$ cat config.mk
export PLATFORM = sky130hd
export DESIGN_NAME = fft_cooley_tukey_helpers_stage_sequencer
export DESIGN_NICKNAME = d
export VERILOG_FILES = /design/src/rtl/fft_cooley_tukey_helpers_stage_sequencer_pkg.sv /design/src/rtl/fft_cooley_tukey_helpers_stage_sequencer_sat_counter.sv /design/src/rtl/fft_cooley_tukey_helpers_stage_sequencer.sv
export SDC_FILE = /design/constraint.sdc
export NUM_CORES = 1
export LEC_CHECK = 0
export CAP_MARGIN = 0
export CORE_AREA = 2 2 39 41
export DETAILED_ROUTE_END_ITERATION = 12
export DIE_AREA = 0 0 41 43
export GPL_TIMING_DRIVEN = 0
export PLACE_DENSITY = 0.57
export SLEW_MARGIN = 10
export SYNTH_ARGS = -nofsm -noshare
export SYNTH_HDL_FRONTEND = slang
export SYNTH_HIERARCHICAL = 1
export SYNTH_SLANG_ARGS = --single-unit
$ cat constraint.sdc
create_clock -name clk -period 1.3 [get_ports clk]
set_input_delay 0.13 -clock clk [delete_from_list [all_inputs] [get_ports clk]]
set_output_delay 0.13 -clock clk [all_outputs]
set_load 0.02 [all_outputs]
$ cat src/rtl/fft_cooley_tukey_helpers_stage_sequencer_pkg.sv
// fft_cooley_tukey_helpers_SequencerPkg: shared state encoding, stage width helper and perf counter width
package fft_cooley_tukey_helpers_SequencerPkg;
  typedef enum logic [1:0] {IDLE, ISSUE, WAIT, DONE} seq_state_t;
  localparam int PERF_W = 16;
  function automatic int stage_width(input int size_fft);
    int n;
    n = $clog2(size_fft);
    return (n > 1) ? $clog2(n) : 1;
  endfunction
endpackage

$ cat src/rtl/fft_cooley_tukey_helpers_stage_sequencer_sat_counter.sv
// fft_cooley_tukey_helpers_SatCounter: clear/enable up-counter that sticks at all-ones
module fft_cooley_tukey_helpers_SatCounter #(
  parameter int W = 16
) (
  input  logic         clk,
  input  logic         reset,
  input  logic         clr_i,
  input  logic         en_i,
  output logic [W-1:0] cnt_o
);
  logic [W-1:0] cnt_q, cnt_d;
  // clear wins over enable; increment stops once every bit is set
  always_comb cnt_d = clr_i ? '0 : (en_i && !(&cnt_q)) ? cnt_q + 1'b1 : cnt_q;
  // count register
  always_ff @(posedge clk) begin
    if (reset) cnt_q <= '0;
    else cnt_q <= cnt_d;
  end
  assign cnt_o = cnt_q;
endmodule

$ cat src/rtl/fft_cooley_tukey_helpers_stage_sequencer.sv
// fft_cooley_tukey_helpers_stage_sequencer: per-frame stage sequencing FSM; FFT_SEQUENCER_PERF_EN adds a frame latency counter
module fft_cooley_tukey_helpers_stage_sequencer
  import fft_cooley_tukey_helpers_SequencerPkg::*;
#(
  parameter int SIZE_FFT = 8
) (
  input  logic                               clk,
  input  logic                               reset,
  input  logic                               recv_val,
  output logic                               recv_rdy,
  output logic                               load_en,
  output logic [stage_width(SIZE_FFT)-1:0]   stage,
  output logic                               bfly_val,
  input  logic                               bfly_rdy,
  input  logic                               bfly_done,
  output logic                               wb_en,
  output logic                               send_val,
  input  logic                               send_rdy,
  output logic                               busy
`ifdef FFT_SEQUENCER_PERF_EN
  ,
  output logic [PERF_W-1:0]                  perf_cycles
`endif
);
  localparam int N_STAGES = $clog2(SIZE_FFT);
  localparam int STAGE_W = stage_width(SIZE_FFT);
  localparam logic [STAGE_W-1:0] LAST = STAGE_W'(N_STAGES - 1);
  seq_state_t state_q, state_d;
  logic [STAGE_W-1:0] stage_q, stage_d;
  // next state, stage advance and handshake strobes
  always_comb begin
    state_d  = state_q;
    stage_d  = stage_q;
    recv_rdy = state_q == IDLE;
    bfly_val = state_q == ISSUE;
    send_val = state_q == DONE;
    busy     = state_q != IDLE;
    load_en  = 1'b0;
    wb_en    = 1'b0;
    case (state_q)
      IDLE: if (recv_val) begin
        load_en = 1'b1;
        stage_d = '0;
        state_d = ISSUE;
      end
      ISSUE: if (bfly_rdy) state_d = WAIT;
      WAIT: if (bfly_done) begin
        wb_en   = 1'b1;
        state_d = (stage_q == LAST) ? DONE : ISSUE;
        stage_d = (stage_q == LAST) ? stage_q : stage_q + 1'b1;
      end
      DONE: if (send_rdy) begin
        state_d = IDLE;
        stage_d = '0;
      end
      default: state_d = IDLE;
    endcase
  end
  // state and stage registers
  always_ff @(posedge clk) begin
    if (reset) begin
      state_q <= IDLE;
      stage_q <= '0;
    end else begin
      state_q <= state_d;
      stage_q <= stage_d;
    end
  end
  assign stage = stage_q;
`ifdef FFT_SEQUENCER_PERF_EN
  logic send_hs;
  logic [PERF_W-1:0] cnt, perf_q, perf_d;
  assign send_hs = send_val & send_rdy;
  // counter idles at zero, counts accept through the cycle before handshake, clears on handshake
  fft_cooley_tukey_helpers_SatCounter #(.W(PERF_W)) u_cnt (
    .clk   (clk),
    .reset (reset),
    .clr_i (send_hs),
    .en_i  (load_en | busy),
    .cnt_o (cnt)
  );
  // the handshake cycle itself is added here so the capture is inclusive of both ends
  always_comb perf_d = send_hs ? ((&cnt) ? cnt : cnt + 1'b1) : perf_q;
  // captured latency of the last completed frame
  always_ff @(posedge clk) begin
    if (reset) perf_q <= '0;
    else perf_q <= perf_d;
  end
  assign perf_cycles = perf_q;
`endif
endmodule

After elaboration in Yosys (flattened, before gate mapping)
Cells that the tools add are included.
- $add $sub $neg: 1
- equal/unequal tests: 9
- multiplexer cells: 14
- reduce and logical (&&, ||, !) cells: 5
- operators by type and width (cell ; number):
    $mux 2 ; 8
    $pmux 2 s4 ; 1
    $eq 2x2->1 const B ; 3
    $ne 2x2->1 const B ; 3
    $pmux 2 s3 ; 1
    $reduce_and 5->1 ; 1
    $mux 1 ; 4
    $ne 2x1->1 const B ; 2
    $reduce_and 4->1 ; 1
    $reduce_bool 3->1 ; 1
    $add 2x1->2 const B ; 1
    $eq 2x1->1 const B ; 1
    $logic_not 2->1 ; 1
    $reduce_bool 2->1 ; 1
- bits in registers: 4
- bits of input ports: 6
- output and inout port bits: 8
- logic and storage cells: 31

Longest topological paths before layout
- depth after elaboration: 4
- gate-level depth with buffers: 5
- gate-level depth less buffers: 5

Worst setup path after synthesis
No wires, ideal clock.
- path kind: flip-flop to flip-flop
- start: register stage_q[0] (netlist: stage[0])
- end: register stage_q[1] (netlist: stage[1])
- data arrival time: 1390 ps
- required time: 1213 ps
- path slack: -177 ps
- cell stages (with the launch flop): 5
- period minus slack after synthesis: 1477 ps
- cell sequence: dfxtp_1 > inv_1 > ha_1 > or4bb_1 > o31ai_1
- longest elaborated chain between the ends: 4
- elaborated cells on any way between the ends: 7
- ends and longest elaborated chain (what ; line ; RTL):
    start, declared ; fft_cooley_tukey_helpers_stage_sequencer.sv:29 ; logic [STAGE_W-1:0] stage_q, stage_d;
    start signal, assigned ; fft_cooley_tukey_helpers_stage_sequencer.sv:66 ; stage_q <= stage_d;
    $add 2x1->2 ; fft_cooley_tukey_helpers_stage_sequencer.sv:50 ; stage_d = (stage_q == LAST) ? stage_q : stage_q + 1'b1;
    $mux 2 ; fft_cooley_tukey_helpers_stage_sequencer.sv:50 ;
    $mux 2 ; fft_cooley_tukey_helpers_stage_sequencer.sv:47 ; WAIT: if (bfly_done) begin
    $pmux 2 s3 ; fft_cooley_tukey_helpers_stage_sequencer.sv:40 ; case (state_q)
Parallel ways exist; a longest one is shown, timed or not. The select of a mux whose other input is x is not followed.
A chain may end at the register's enable or synchronous reset.

Worst setup path in the final report
Ends and elaborated chain as after synthesis.

==> impl_summary.txt <==
----------------------------------------------------
[Clocking]
  CTS sink cnt ... 4
  Clock Pin Slew Worst Setup and Hold Paths ... 0.04 ns
  Num CTS Buffers ... 3
  TritonCTS clock tree ... built
  Root buffer cell ... sky130_fd_sc_hd__clkbuf_4
  Number of H-tree branching levels ... 1
  Clock latency on the worst-skew pair ... 0.23 ns
  Longest Clk Path Bufs ... 2

[Critical path]
  R2r worst-path depth ... 4
  Arrival time of the worst setup path ... 1.52 ns
  Data required, critical path ... 1.43 ns
  Startpoint types ... flop
  Reg2reg start ... stage[0]
  Highest fanout seen on the critical path ... 2
  Endpoint kind of the worst setup timing path ... flop
  Crit path kind ... flop to flop
  Flop2flop setup slack ... -0.09 ns
  FF-to-FF End ... stage[1]

[Logic synthesis]
  Synthesized-area fraction occupied by and/or/nand/nor cells ... 0.3756
  Netlist cell types ... 23
  List of most frequent post-synthesis cells ... sky130_fd_sc_hd__dfxtp_1, sky130_fd_sc_hd__inv_1, sky130_fd_sc_hd__nor2_1, sky130_fd_sc_hd__a21oi_1, sky130_fd_sc_hd__nor3b_1
  Dominant cell by count in the synthesized netlist ... sky130_fd_sc_hd__dfxtp_1
  Number of warnings issued by yosys ... 6
  Synthesis-stage register bit count ... 4
  Area share of the largest cell type after synthesis ... 0.2896
  Main combinational cell family by area after synthesis ... simple AND/OR/NAND/NOR gates
  Post-Syn Area per Cell ... 8.641 um2
  Sequential area share after synthesis ... 0.2896
  Top FF cell, synth ... sky130_fd_sc_hd__dfxtp_1
  Most area-hungry cell type in the Yosys netlist ... sky130_fd_sc_hd__dfxtp_1
  Most area-consuming cells after synthesis ... sky130_fd_sc_hd__dfxtp_1, sky130_fd_sc_hd__nor3b_1, sky130_fd_sc_hd__ha_1
  EDFF count, synth ... 0
  Post-synthesis mux area share ... 0
  Cells after Synth ... 32
  Net count after synthesis ... 39
  Synth Area in XOR/XNOR ... 0
  Area of the mapped netlist ... 276.5 um2
  Proportion of register bits with asynchronous set or reset after synthesis ... 0
  Compound-cell area share of the yosys netlist ... 0.1900
  Adder and majority gate portion of the synthesized area ... 0.04525

[Job]
  Max Cap Viol ... 0

[Placed design]
  Final Wtd Congestion ... 0.6312
  Total placed cells including tap cells ... 61
  IO buf count ... 13
  Placed cell areas ... 451.7 um2
  Post-DP HPWL ... 498.6 um

[Min path]
  Hold Path Stages ... 3
  Worst hold path startpoint ... bfly_rdy
  Hold WC Path Type ... input port to flop
  Hold endpoint ... state_q[1]

[STA]
  Final hold violation count ... 0
  Worst slack on hold paths ... 0.5334 ns
  Unrepaired setup endpoints after global routing ... yes
  Actual transition at the worst max-transition pin ... 0.2939 ns
  Max Clock Skew ... 0.004729 ns
  Worst-case setup margin in the final layout ... -0.08665 ns
  Setup violation total in the final timing report ... 2
  Maximum operating frequency ... 0.7212 GHz
  Max-slew violations ... 0
  Rel. slew slack ... 0.8016
  Period Utilization, post-route ... 1.067
  Post-layout min period ... 1.387 ns

[Routing]
  Number of design rule violations left after detail routing ... 0
  Detail-routed net length per standard cell ... 9.559 um
  Number of violations reported at the end of detailed-routing iteration 0 ... 0
  Vias/cell ... 4.250
  Pre-Repair DR Iteration Count ... 1
  Number of vias in the routed layout ... 289
  DRT antenna net count ... 0
  Total detailed-routing wirelength ... 650 um

[Power and ir drop]
  Reported leakage power ... 0.0002378 uW
  Power per Cell Area ... 854.3 nW/um2
  Peak supply drop ... 0.3653 mV

[Cells and area]
  Growth of design area from synthesis to finish ... 81.00%
  Final standard cell count with taps included and fillers excluded ... 68
  Ant. Diodes ... 0
  End-of-flow core utilization ... 0.3617
  Non-Filler Cell Area, Final ... 500.5 um2
  Net total in the final layout ... 60
  Number of inserted filler cells in the final layout ... 146
  Proportion of layout cells with a drive suffix above 1 ... 0.4231

[GRT]
  Total global routing overflow ... 0
  Wire length of the first global-routing pass ... 1069 um
  Via count of the first global-routing pass ... 271
  Number of antenna violations at the first check in global routing ... 0
  Overall track demand over capacity in global routing ... 0.08835
  Pin count of the biggest net entering global routing ... 11

[Floorplanning]
  Row cnt ... 14
  Die Y-Extent ... 43 um
  Area of the die ... 1763 um2
  Horiz. Die Dim ... 41 um
  Initial Utilization ... 0.1998
  Core Footprint ... 1384 um2
  Total I/O pin count ... 14

[Outcome]
  Violations in the final reports ... setup timing
  Run status ... complete, but fails checks

----------------------------------------------------
## worst max path at each step
stage | depth (start not counted) | slack, ns | end | startpoint
after floorplan | 5 | -0.05 | stage[0] | stage[0]
after global placement | 4 | -0.35 | wb_en | bfly_done
after detailed placement | 4 | -0.33 | wb_en | bfly_done
after CTS | 4 | -0.09 | stage[1] | stage[0]
after global routing | 4 | -0.11 | stage[1] | stage[0]
final | 4 | -0.09 | stage[1] | stage[0]
## cells in the final DEF, fill, tap and decap left out, types with 2 or more instances in the layout
| cell | count |
|---|---|
| sky130_fd_sc_hd__dfxtp_2 | 2 |
| sky130_fd_sc_hd__buf_6 | 2 |
| sky130_fd_sc_hd__inv_1 | 2 |
| sky130_fd_sc_hd__clkdlybuf4s15_2 | 3 |
| sky130_fd_sc_hd__nor2_1 | 2 |
| sky130_fd_sc_hd__clkbuf_4 | 3 |
| sky130_fd_sc_hd__clkdlybuf4s50_1 | 5 |
| sky130_fd_sc_hd__buf_2 | 2 |
| sky130_fd_sc_hd__buf_4 | 3 |
| sky130_fd_sc_hd__a21oi_1 | 2 |
## cell families after synthesis
kind of cell             count (synthesis)
adder cells (fa/ha/maj)                  1
AO/OA/AOI/OAI                            7
AND/OR/NAND/NOR                         15
flip-flops                               4
buffers and inverters                    5
## worst max-delay path, cell delays in order, from the launching register on
cell,delay (ns)
sky130_fd_sc_hd__dfxtp_4,0.35
sky130_fd_sc_hd__inv_4,0.04
sky130_fd_sc_hd__ha_4,0.15
sky130_fd_sc_hd__or4bb_1,0.52
sky130_fd_sc_hd__o31ai_1,0.23
## report_power, final
part | internal, uW | total (uW) | leakage, uW | switching (uW)
clock | 115 | 166 | 0.0000150 | 50.4
combinational | 63.4 | 125 | 0.000189 | 61.7
sequential | 129 | 137 | 0.0000342 | 8.04
## repair_timing
item                                    CTS  global route
hold buffers                              0             0
setup buffers                             2             1
gates cloned                              0             0
endpoints found under the setup margin   10            10
gates resized for setup                  22             5
pin swaps                                 0             1
## sequential cells by signal (all words and copies together), names as in the netlist
register	flops
state_q	2
stage	2
## through the flow
stage | worst slack [ns] | setup TNS, ns | power [uW]
after global routing | -0.1138 | -0.3171 | 453.7
after floorplan | -0.05211 | -0.09184 | 206.2
after global placement | -0.3481 | -1.536 | 267.2
final | -0.08665 | -0.1238 | 427.6
after detailed placement | -0.3334 | -1.537 | 266.7
after CTS | -0.09243 | -0.1941 | 437.7
## cell type report
cell class	count	area, um2	share of cell area
buffer	2	22.52	0.04500
tap	16	20.02	0.04000
inverter	3	13.76	0.02750
sequential	4	86.33	0.1725
timing repair buffer	16	142.6	0.2850
multi-input combinational	23	188.9	0.3775
clock buffer	4	26.28	0.05250
## routing by layer
| metal | wire (um) | track usage | share of wire |
|---|---|---|---|
| met3 | 25 | 0.01571 | 0.038 |
| met5 | 0 | 0 | 0 |
| met4 | 0 | 0.06000 | 0 |
| met1 | 271 | 0.1125 | 0.42 |
| met2 | 353 | 0.1281 | 0.54 |
Power figures use the tool's default switching activity.
